### src/rtl/vad_score_compare.sv
`default_nettype none
// ============================================================================
// Module   : vad_score_compare
// Purpose  : Final speech / non-speech decision of the BNN VAD datapath, with
//            optional hangover that stretches speech decisions.
// Revision : 1.0 - initial release
// ============================================================================
module vad_score_compare #(
    parameter int W    = 16,
    parameter int HANG = 0,
    parameter int CW   = 8
) (
    input  logic           clk,
    input  logic           rst_n,       // active-high, synchronous
    input  logic           enable,
    input  logic [2*W-1:0] compare_in,
    output logic           result,
    output logic           valid,
    output logic           raw_result
);

    logic signed [W-1:0] w_score_speech;
    logic signed [W-1:0] w_score_noise;
    logic                w_raw;
    logic                r_raw;
    logic                r_valid;

    assign w_score_speech = compare_in[2*W-1:W];
    assign w_score_noise  = compare_in[W-1:0];
    // Direct signed compare cannot overflow; ties favour speech.
    assign w_raw          = (w_score_speech >= w_score_noise);

    always_ff @(posedge clk) begin
        if (rst_n) begin
            r_raw   <= 1'b0;
            r_valid <= 1'b0;
        end else begin
            r_valid <= enable;
            if (enable) begin
                r_raw <= w_raw;
            end
        end
    end

    assign raw_result = r_raw;
    assign valid      = r_valid;

    generate
        if (HANG > 0 && CW > 0) begin : g_hang
            localparam logic [CW-1:0] c_hang = CW'(HANG);

            logic [CW-1:0] r_cnt;
            logic          r_result;

            // Counter only advances on enabled edges, so disabled cycles
            // do not shorten the hangover window.
            always_ff @(posedge clk) begin
                if (rst_n) begin
                    r_cnt    <= '0;
                    r_result <= 1'b0;
                end else if (enable) begin
                    if (w_raw) begin
                        r_cnt    <= c_hang;
                        r_result <= 1'b1;
                    end else if (r_cnt != '0) begin
                        r_cnt    <= r_cnt - 1'b1;
                        r_result <= 1'b1;
                    end else begin
                        r_result <= 1'b0;
                    end
                end
            end

            assign result = r_result;
        end else begin : g_no_hang
            assign result = r_raw;
        end
    endgenerate

endmodule
`default_nettype wire

### config.mk
export PLATFORM = sky130hd
export DESIGN_NAME = vad_score_compare
export DESIGN_NICKNAME = d
export VERILOG_FILES = /design/src/rtl/vad_score_compare.sv
export SDC_FILE = /design/constraint.sdc
export NUM_CORES = 1
export LEC_CHECK = 0
export CAP_MARGIN = 10
export CORE_MARGIN = 2
export CORE_UTILIZATION = 37
export CTS_CLUSTER_DIAMETER = 150
export DETAILED_ROUTE_END_ITERATION = 8
export DONT_BUFFER_PORTS = 1
export GPL_TIMING_DRIVEN = 0
export SYNTH_ARGS = -nofsm -noshare
export SYNTH_HDL_FRONTEND = slang
export SYNTH_SLANG_ARGS = --single-unit
### constraint.sdc
create_clock -name clk -period 2.9 [get_ports clk]
set_input_delay 0.29 -clock clk [delete_from_list [all_inputs] [get_ports clk]]
set_output_delay 0.29 -clock clk [all_outputs]
set_load 0.005 [all_outputs]
==> run summary <==
GRT overflow - 0
Routed Antenna Nets - 0
Vias - 437
PD cells - 277 nW/um^2
Hold Worst Slack - 134 ps
routability cong. - 0.600
Crit. End Element - flip-flop
ant diodes - 0
Vias/cell - 5.33
total track usage - 11.7%
TritonRoute pass-1 iters - 1
post-CTS setup buffers - 0
post-synth net total - 115
num rows - 13
crit path DAT - 1520 ps
startpoint types - input port
worst-path maximum fanout - 3
first-pass GRT wire length - 1320 um
met2 routed WL - 451 um
clock root cell - clkbuf_4
clk_skew - 0 ps
HPWL Detailed - 866 um
drt wl/cell - 11.1 um
post-synth cell types - 21
Worst Reg2Reg Path Length in Cells - 4
Post-Route WL - 908 um
clock slew at reported path FFs - 30 ps
top layer used by detailed routing - met4
MaxCap Viol Count - 0
WS Path Type - input port to flip-flop
DR iter-0 viols - 0
final setup margin - 1490 ps
run status - finished, final reports clean
RSZ-0062 raised after global routing - no
final slew viol count - 0
Max Freq - 0.707 GHz
Max clock buf depth - 2
htree depth - 1
DIE WIDTH - 41.4 um
cell area after synthesis - 517 sq um
fraction of layout cells with a size suffix above 1 - 14.9%
synthesis-to-finish area growth - 7.99%
Fill cells - 149
Reg area - 40.0 sq um
CTS tree - built
Top Ports - 38
vias in the first global route - 375
Core ar. - 1300 sq um
initial antenna violation count - 0
Die Ht - 41.4 um
CP endpoint - raw_result
Hold WC Path Type - input port to flip-flop
Met3 Wirelength - 81 um
Worst Path Required - 3000 ps
area of the multi-input gates - 405 sq um
flop2flop setup slack - 2070 ps
cts bufs inserted - 3
M1 wire length - 362 um
cell area after placement - 536 sq um
synthesis-stage register bit count - 2
Pwr Total - 0.000155 W
post-route DRC violation count - 0
IO buf count - 0
total die area - 1710 sq um
worst r2r src - raw_result
post_cts resized - 0
hold path depth - 1
worst vdd ir - 0.150 mV
CP Launch Point - compare_in[15]
Placement Setup Slack - 1200 ps
starting density of the core - 39.7%
hold_buf cts - 0
Cells after Synth - 64
worst slew pin tran - 307 ps
post-route design area - 558 sq um
TNS Setup - 0 ps
Synthesis Warnings - 0
LEAKAGE - 0.323 nW
final hold violation count - 0
fin crit period - 1410 ps
NumNets Final - 120
period utilisation layout - 48.8%
Seq/Total Area, Yosys - 7.75%
Avg Inst Size Synth - 8.07 sq um
Sink Count - 2
setup violators final - 0
largest net degree at the start of global routing - 4
slew margin rel. - 79.5%
FF-to-FF End - raw_result
clk_lat worst skew - 230 ps
cells in the final DEF (no fill, tap or decap):
cell type,Yosys,final
nor2_1,4,4
buf_4,1,1
mux2i_1,1,1
a21boi_2,1,1
clkbuf_4,0,3
nand2_1,3,3
nand3b_1,1,1
o21ai_0,2,2
dfxtp_1,2,2
nor4_2,1,1
nand3_1,1,1
nor2b_1,1,1
and4_1,1,1
ha_1,16,16
a21o_1,2,2
a221o_2,1,1
o211ai_1,1,1
nand4_4,1,1
nand4_2,1,1
inv_1,17,17
a21oi_1,5,5
a2111oi_2,1,1
cells in the mapped netlist:
library cell  number  area share [%]
a2111oi_2          1             2.9
a21boi_2           1             2.2
a21o_1             2             2.9
a21oi_1            5             4.8
a221o_2            1             2.2
and4_1             1             1.7
buf_4              1             1.5
dfxtp_1            2             7.7
ha_1              16              39
inv_1             17              12
mux2i_1            1             1.9
nand2_1            3             2.2
nand3_1            1            0.97
nand3b_1           1             1.5
nand4_2            1             2.4
nand4_4            1             4.1
nor2_1             4             2.9
nor2b_1            1             1.2
nor4_2             1             2.4
o211ai_1           1             1.5
o21ai_0            2             1.9
cell type report:
| type | count | share of cell area [%] |
|---|---|---|
| Multi-Input combinational cell | 44 | 72.6 |
| Inverter | 17 | 11.4 |
| Sequential cell | 2 | 7.17 |
| Clock buffer | 3 | 4.04 |
| Tap cell | 15 | 3.36 |
| Buffer | 1 | 1.35 |
where the power goes:
group          switching (W)  internal (W)   total, W
sequential        0.00000202     0.0000302  0.0000322
clock              0.0000169     0.0000457  0.0000626
combinational      0.0000313     0.0000286  0.0000599
registers in the layout (all words and copies together), names as in the netlist:
signal / cells
raw_result: 1
valid: 1
cell families after synthesis:
logic type	after synthesis	share of synthesized area (%)
AO/OA/AOI/OAI	13	18.4
adder cells (fa/ha/maj)	16	38.7
buffers and inverters	18	13.8
flip-flops	2	7.75
multiplexers	1	1.94
AND/OR/NAND/NOR	14	19.4
how the worst min path moves through the flow:
stage / to / from / slack [ps]
final: valid / rst_n / 130
after global routing: valid / rst_n / 130
after CTS: valid / rst_n / 140
after detailed placement: valid / rst_n / 370
after global placement: valid / rst_n / 360
after floorplan: valid / rst_n / 360
per-layer routing:
layer  vias up  track usage, %
met4         0            4.84
met5         -               0
li1        226               -
met3         2            1.60
met2        22            21.5
met1       187            13.4
per-stage QoR:
step           instances  utilization (%)
2_1_floorplan         64                -
3_3_place_gp          79             41.2
3_5_place_dp          79             41.2
4_1_cts               82             42.9
5_1_grt               82             42.9
6_report              82             42.9
critical path, cell delays in order:
cell and delay [ps]:
inv_1 20, ha_1 320, nand4_2 140, nor4_2 330, a21boi_2 230, a2111oi_2 70, mux2i_1 130
(Power assumes the default switching activity.)
